### src/rtl/i2c_sensor_poller.sv
// i2c_sensor_poller: drives an I2C master with a periodic pointer write + two-byte read,
// publishes each good sample, counts failed transactions and flags repeated failures.
module i2c_sensor_poller #(
    parameter logic [6:0] SLAVE_ADDR   = 7'h48,
    parameter logic [7:0] PTR_REG      = 8'h00,
    parameter int         POLL_CYCLES  = 20000,
    parameter int         BUSY_TIMEOUT = 16,
    parameter int         MAX_RETRY    = 3
) (
    input  logic        clk,
    input  logic        rst,
    input  logic        enable,
    input  logic        trigger,
    input  logic        i2c_ready,
    input  logic        i2c_got_ack,
    input  logic [15:0] i2c_read_data,
    output logic        i2c_start,
    output logic [6:0]  i2c_addr,
    output logic [15:0] i2c_data,
    output logic        i2c_rw,
    output logic        i2c_two_bytes,
    output logic [15:0] sample,
    output logic        sample_valid,
    output logic [7:0]  nack_count,
    output logic        busy,
    output logic        fault
);
    localparam int          BW     = $clog2(BUSY_TIMEOUT + 1);
    localparam logic [15:0] RELOAD = 16'(POLL_CYCLES - 1);

    typedef enum logic [3:0] {
        IDLE, SETUP_PTR, ISSUE_PTR, WAIT_BUSY_PTR, WAIT_DONE_PTR,
        SETUP_RD, ISSUE_RD, WAIT_BUSY_RD, WAIT_DONE_RD, UPDATE, FAIL
    } state_t;

    state_t         r_state, w_next;
    logic [15:0]    r_timer;
    logic [BW-1:0]  r_bcnt;
    logic [3:0]     r_retry;
    logic [15:0]    r_data;
    logic           r_rd;
    logic [15:0]    r_sample;
    logic           r_valid;
    logic [7:0]     r_nack;
    logic           r_fault;
    logic           w_go, w_bto, w_wait_busy;

    assign w_go        = (r_state == IDLE) && enable && (trigger || r_timer == 16'd0);
    assign w_wait_busy = (r_state == WAIT_BUSY_PTR) || (r_state == WAIT_BUSY_RD);
    assign w_bto       = r_bcnt == BW'(BUSY_TIMEOUT - 1);

    always_ff @(posedge clk) begin
        if (!rst) r_state <= IDLE;
        else      r_state <= w_next;
    end

    always_comb begin
        w_next = r_state;
        case (r_state)
            IDLE:          w_next = w_go ? SETUP_PTR : IDLE;
            SETUP_PTR:     w_next = ISSUE_PTR;
            ISSUE_PTR:     w_next = i2c_ready ? WAIT_BUSY_PTR : ISSUE_PTR;
            WAIT_BUSY_PTR: w_next = !i2c_ready ? WAIT_DONE_PTR : w_bto ? FAIL : WAIT_BUSY_PTR;
            WAIT_DONE_PTR: w_next = !i2c_ready ? WAIT_DONE_PTR : i2c_got_ack ? SETUP_RD : FAIL;
            SETUP_RD:      w_next = ISSUE_RD;
            ISSUE_RD:      w_next = i2c_ready ? WAIT_BUSY_RD : ISSUE_RD;
            WAIT_BUSY_RD:  w_next = !i2c_ready ? WAIT_DONE_RD : w_bto ? FAIL : WAIT_BUSY_RD;
            WAIT_DONE_RD:  w_next = !i2c_ready ? WAIT_DONE_RD : i2c_got_ack ? UPDATE : FAIL;
            default:       w_next = IDLE;
        endcase
    end

    always_comb begin
        i2c_start = ((r_state == ISSUE_PTR) || (r_state == ISSUE_RD)) && i2c_ready;
        busy      = r_state != IDLE;
    end

    // Timer only runs in IDLE; it is reloaded on poll start and held for the whole poll.
    always_ff @(posedge clk) begin
        if (!rst) begin
            r_timer  <= RELOAD;
            r_bcnt   <= '0;
            r_retry  <= '0;
            r_data   <= '0;
            r_rd     <= 1'b0;
            r_sample <= '0;
            r_valid  <= 1'b0;
            r_nack   <= '0;
            r_fault  <= 1'b0;
        end else begin
            r_timer <= (r_state != IDLE || !enable || w_go) ? RELOAD : r_timer - 16'd1;
            r_bcnt  <= w_wait_busy ? r_bcnt + BW'(1) : '0;
            r_data  <= (r_state == SETUP_PTR) ? {8'h00, PTR_REG} :
                       (r_state == SETUP_RD || r_state == IDLE) ? 16'h0000 : r_data;
            r_rd    <= (r_state == SETUP_RD) ? 1'b1 :
                       (r_state == SETUP_PTR || r_state == IDLE) ? 1'b0 : r_rd;
            r_valid <= r_state == UPDATE;
            if (r_state == UPDATE) begin
                r_sample <= i2c_read_data;
                r_retry  <= '0;
            end
            if (r_state == FAIL) begin
                r_nack  <= r_nack + 8'(r_nack != 8'hFF);
                r_retry <= (r_retry == 4'(MAX_RETRY)) ? r_retry : r_retry + 4'd1;
                r_fault <= r_fault || (r_retry >= 4'(MAX_RETRY - 1));
            end
            if (r_state == IDLE && !enable) r_fault <= 1'b0;
        end
    end

    assign i2c_addr      = SLAVE_ADDR;
    assign i2c_data      = r_data;
    assign i2c_rw        = r_rd;
    assign i2c_two_bytes = r_rd;
    assign sample        = r_sample;
    assign sample_valid  = r_valid;
    assign nack_count    = r_nack;
    assign fault         = r_fault;
endmodule

### config.mk
export PLATFORM = sky130hd
export DESIGN_NAME = i2c_sensor_poller
export DESIGN_NICKNAME = d
export VERILOG_FILES = /design/src/rtl/i2c_sensor_poller.sv
export SDC_FILE = /design/constraint.sdc
export NUM_CORES = 1
export LEC_CHECK = 0
export CAP_MARGIN = 20
export CORE_MARGIN = 5
export CORE_UTILIZATION = 45
export CTS_CLUSTER_SIZE = 16
export DETAILED_ROUTE_END_ITERATION = 6
export GPL_TIMING_DRIVEN = 0
export HOLD_SLACK_MARGIN = 0.05
export MAX_ROUTING_LAYER = met4
export PLACE_DENSITY = 0.75
export SETUP_SLACK_MARGIN = 0.1
export SLEW_MARGIN = 10
export SYNTH_ARGS = -nofsm -noshare
export SYNTH_HDL_FRONTEND = slang
export SYNTH_SLANG_ARGS = --single-unit
### constraint.sdc
create_clock -name clk -period 2 [get_ports clk]
set_input_delay 0.4 -clock clk [delete_from_list [all_inputs] [get_ports clk]]
set_output_delay 0.4 -clock clk [all_outputs]
set_load 0.005 [all_outputs]
== Word-level counts from Yosys, hierarchy flattened ==
Index checks and enable logic that the tools add are counted.

* Register bits after elaboration: 56
* Input port bits: 22
* Output and inout bits: 53
* Word-level logic and storage cells: 67

* Add/subtract/negate cells: 4
* Magnitude comparators: 1
* Equality and inequality tests: 14
* Mux-type cells: 17
* Bitwise operators: 1
* Reductions and logical operators: 21

{| class="wikitable"
|+ Operator list
! kind !! number
|-
| $mux 4 || 9
|-
| $pmux 4 s9 || 1
|-
| $eq 4x3->1 const B || 4
|-
| $logic_not 16->1 || 1
|-
| $sub 16x1->16 const B || 1
|-
| $eq 4x2->1 const B || 3
|-
| $eq 4x4->1 const B || 3
|-
| $add 8x1->8 || 1
|-
| $ne 8x8->1 const B || 1
|-
| $logic_or 1x1->1 || 7
|-
| $add 5x1->5 const B || 1
|-
| $eq 5x4->1 const B || 1
|-
| $mux 1 || 5
|-
| $add 4x1->4 const B || 1
|-
| $eq 4x1->1 const B || 1
|-
| $ge 4x2->1 const B || 1
|-
| $logic_and 1x1->1 || 4
|-
| $logic_not 4->1 || 1
|-
| $mux 2 || 2
|-
| $reduce_and 2->1 || 2
|-
| $reduce_bool 2->1 || 2
|-
| $reduce_bool 4->1 || 1
|-
| $reduce_or 2->1 || 2
|-
| $ne 2x2->1 const B || 1
|-
| 2 further kinds || 2
|}

== Depth between registers and ports, before layout ==
* Depth in word-level cells: 5
* Gate-level depth with buffers: 7

== Least setup slack after synthesis ==
OpenSTA, ideal clock, no wires.

* Kind: flip-flop to flip-flop
* From: register r_nack[4] (netlist: nack_count[4])
* To: register r_nack[4] (netlist: nack_count[4])
* Setup time: 0.115 ns
* Arrival: 1.485 ns
* Required time: 1.885 ns
* Setup slack: 0.400 ns
* Stages on the path, launching flop included: 8
* Period minus slack after synthesis: 1.600 ns
* Cell sequence: dfxtp_1 > nand4_1 > or2_2 > ha_1 > ha_1 > nand4_1 > xnor2_1 > and2_1

* Word-level cells in the longest chain between the ends: 2

{| class="wikitable"
|+ Ends and longest elaborated chain
! item !! line !! RTL
|-
| start, declared || 44 || <nowiki>logic [7:0] r_nack;</nowiki>
|-
| start signal, assigned || 103 || <nowiki>r_nack <= r_nack + 8'(r_nack != 8'hFF);</nowiki>
|-
| $ne 8x8->1 || 103 ||
|-
| $add 8x1->8 (*) || 103 ||
|}

Every way passes the cells marked *; elsewhere a longest branch is shown, timed or not.
A chain may end at the register's enable or synchronous reset.

== Worst setup path in the final report ==
* From: register r_state[0]
* To: output port i2c_start

* Word-level cells in the longest chain between the ends: 3

{| class="wikitable"
|+ Ends and longest elaborated chain
! item !! line !! RTL
|-
| start, declared || 36 || <nowiki>state_t r_state, w_next;</nowiki>
|-
| start signal, assigned || 54 || <nowiki>else r_state <= w_next;</nowiki>
|-
| $eq 4x2->1 / $eq 4x3->1 (equally long branches) || 74 || <nowiki>i2c_start = ((r_state == ISSUE_PTR) || (r_state == ISSUE_RD)) && i2c_ready;</nowiki>
|-
| $logic_or 1x1->1 (*) || 74 ||
|-
| $logic_and 1x1->1 (*) || 74 ||
|-
| end, declared || 17 || <nowiki>output logic i2c_start,</nowiki>
|}

Marked as above.

==> results.md <==
Detailed routing:
- Summing over every cut layer, the via total after detailed routing is between 2000 and 2500.
- The detailed-router iteration count before antenna repair is 4.
- In this run the remaining antenna-violating nets after routing total 0.
- The detailed router finished its first iteration with 90 violations.
- Dividing the detail-routed via count by the number of cells gives 4.781.
- The total wire length is 5498 um.
- The post-detailed-route wirelength per cell is around 12 um.
- The post-route DRC violation count is 0.

Power and ir drop:
- In this run the static leakage power is about 0.0014 uW.
- The worst IR drop on VDD is roughly 270 uV.
- The total power per unit cell area is around 550 nW/um^2.

Worst setup path:
- In this run the worst path has a maximum fanout of 10.
- The required time of the worst setup path is approximately 1.6 ns.
- The type of origin of the critical path is a flop.
- In this run the critical register-to-register path is captured at r_timer[5]$_SDFF_PP0_.
- The worst setup path is captured at an output port.
- The setup slack of the worst register-to-register path is approximately 0.25 ns.
- The depth of the most critical reg-to-reg path is 7.
- The startpoint of the lowest-slack register-to-register path is r_timer[0]$_SDFF_PP1_.
- At the worst endpoint, the arrival time is approximately 1.4 ns.
- The launching instance or port of the critical path is r_state[0]$_SDFF_PN0_.
- The worst setup path is of the reg -> out kind.

Yosys:
- After synthesis the netlist holds a flip-flop and latch count of 56.
- The Yosys step of the flow raised 0 warnings.
- The average cell area after synthesis is around 8.7 um^2.
- The gate count of the mapped netlist is between 300 and 400.
- In the synthesized netlist the dominant register cell turns out to be sky130_fd_sc_hd__dfxtp_1.
- The async set-or-reset flop fraction in the synthesized netlist is 0.
- The netlist uses 49 different library cells.
- The proportion of synthesized chip area in sequential cells is 0.4032.
- Yosys mapped a number of flops with a built-in enable equal to 0.
- The netlist area before placement is ~2800 um^2.

Floorplanning:
- The initial utilization of the core area, before any placement, comes to 0.4668.
- The floorplan step set the die width to just under 90 um.
- The die covers around 7800 um^2.
- The number of cell rows is 28.
- Measured along the y axis, the die boundary spans about 89 um.
- The core region area is between 5000 and 6000 um^2.
- The boundary pin count is 75.

Clock tree:
- Clock-pin slew was measured on the worst setup and hold paths at ~0.09 ns.
- The later-pin clock latency in the skew report is ~0.32 ns.
- The clock passes through at most 2 buffers.
- The root buffer selected by CTS is sky130_fd_sc_hd__clkbuf_8.
- Buffers inserted during clock tree synthesis total 5.
- For this design, the sink count on the clock tree is 56.
- TritonCTS built the clock tree.
- The CTS H-tree depth is 2.

GRT:
- The first-pass GRT wire length is 9328 um.
- The total overflow left after global routing is 0.
- The via count of the first global-routing pass is between 2000 and 2500.
- For this run, the total global-route usage over all layers was measured as 0.1531.
- Entering global routing, the biggest net connects 18 pins.
- The initial antenna violation count was 0.

Final layout:
- In the layout the commonest cells are sky130_fd_sc_hd__dfxtp_1 (53), sky130_fd_sc_hd__nand2_1 (51), sky130_fd_sc_hd__clkdlybuf4s50_1 (47), sky130_fd_sc_hd__buf_4 (28).
- The area added between synthesis and finish is 29.21%.
- In the final design database the tool counted between 400 and 500 nets.
- The total area of sequential cells is between 1000 and 1500 um^2.
- The most common cell after layout, fill and taps aside is sky130_fd_sc_hd__dfxtp_1.
- Summing all multi-input logic gate instances after layout gives approximately 1500 um^2.
- The area of all placed cells without fillers is 3592 um^2.
- The final-layout fill cell count is 523.
- The share of final-layout standard cells stronger than drive strength 1 is 0.1479.
- 0 antenna diodes ended up in the layout.

STA:
- Dividing the final minimum period by the clock period gives 0.9024.
- The number of hold violations in the final report is 0.
- At the pin with the least slew margin, the transition time is 0.5537 ns.
- Setup repair after global routing left no endpoint under its margin.
- The tightest hold margin is between 0.4 and 0.5 ns.
- The shortest clock period the worst path allows after layout is between 1.5 and 2 ns.
- The max-slew headroom at the worst pin is 0.6274.
- Setup violations remaining at the end of the flow were counted as 0.
- The final setup skew is between 0.01 and 0.015 ns.
- Based on the critical path, the design can be clocked at up to 554.1 MHz.
- The number of slew-limit violations in the final report is 0.

Min path:
- The destination of the worst hold path is r_timer[0]$_SDFF_PP1_.
- The worst min-delay path startpoint is r_timer[0]$_SDFF_PP1_.
- The path category of the worst min-delay check is reg -> reg.
- Counting instances, the worst hold path has a depth of 1.

Placed design:
- In this run the tool buffered the top-level ports with 50 buffer cells.
- The placer's final routability congestion estimate is roughly 0.8.
- The half-perimeter wire length after placement is 4124 um.
- The total cell area at the placement stage is 3453 um^2.

Job:
- Max-cap violations in this run came to 0.

Run status:
- The run finished with clean final reports.
[layout make-up]
class / count / area share
flip-flops and latches: 56 / 0.3131
well taps: 75 / 0.02612
clock inverters: 2 / 0.004528
plain buffers: 39 / 0.07454
inverters: 6 / 0.006270
multi-input cells: 238 / 0.4127
repair buffers: 52 / 0.1425
clock buffers: 6 / 0.02020
[sequential cells by signal, summed over array words and instances, names as in the netlist]
signal        cells
r_timer          16
nack_count        8
r_state           4
r_bcnt            5
fault             1
sample           16
sample_valid      1
r_retry           4
i2c_rw            1
[worst max path at each step]
stage | depth (start not counted) | endpoint | slack (ns)
floorplan | 7 | nack_count[4]$_SDFFE_PN0P_ | 0.40
global placement | 3 | i2c_start | -0.07
detailed placement | 3 | i2c_start | -0.09
CTS | 3 | i2c_start | 0.19
global route | 7 | nack_count[4]$_SDFFE_PN0P_ | 0.10
finish | 3 | i2c_start | 0.20
[worst max-delay path, stage by stage, from the launching register on]
cell and delay (ns):
sky130_fd_sc_hd__dfxtp_2 0.42, sky130_fd_sc_hd__clkbuf_4 0.23, sky130_fd_sc_hd__and3b_1 0.19, sky130_fd_sc_hd__dlygate4sd2_1 0.26
[logic make-up (layout without fill, tap and decap cells)]
logic type / Yosys count / after routing / share of synthesized area
mux: 4 / 4 / 0.01485
xor+xnor: 22 / 22 / 0.06931
buf+inv: 45 / 105 / 0.09991
fa+ha+maj: 8 / 8 / 0.03601
other cells: 2 / 23 / 0.002701
compound gates: 37 / 37 / 0.09271
flops: 56 / 56 / 0.4032
simple gates: 144 / 144 / 0.2813
[layer usage]
metal,track usage,wire (um),vias up
li1,-,-,1184
met1,0.1864,2433,1008
met2,0.2434,2505,68
met3,0.03724,494,6
met4,0.06181,64,0
met5,-,0,-
[metrics by stage]
stage	setup slack (ns)	TNS (ns)	cells	power [uW]	utilization
floorplan	0.4000	0	339	1286	-
global placement	-0.07239	-0.07239	464	1365	0.5798
detailed placement	-0.09238	-0.09238	464	1364	0.5798
CTS	0.1899	0	474	1994	0.6019
global route	0.1003	0	474	2087	0.6032
finish	0.1952	0	474	1973	0.6032
[power by group]
group	internal, uW	total, uW	switching (uW)
sequential	1120	1130	9.75
combinational	131	225	94.6
clock	250	615	365
total	1500	1970	469
[Yosys cell counts (all sizes together), types with 3 or more instances]
master	count	area share
nor2	24	0.033
and3	3	0.0068
clkbuf	7	0.0095
or4	3	0.011
buf	32	0.082
a21boi	19	0.051
xor2	9	0.028
nor2b	4	0.0090
dfxtp	56	0.40
nand2	52	0.070
ha	8	0.036
xnor2	13	0.041
nand2b	5	0.011
nand4	8	0.018
inv	6	0.0081
and2	7	0.016
a21oi	4	0.0072
o21ai	6	0.011
nor3	8	0.018
nand3	7	0.013
mux2i	3	0.011
nor4	7	0.023
[what timing repair did]
item	4_1_cts	5_1_grt
hold buffers	0	0
pin swaps	1	0
buffers inserted	2	0
resized for setup	14	2
endpoints found under the setup margin	2	9
Note: power is estimated with default switching activity, not from simulation.
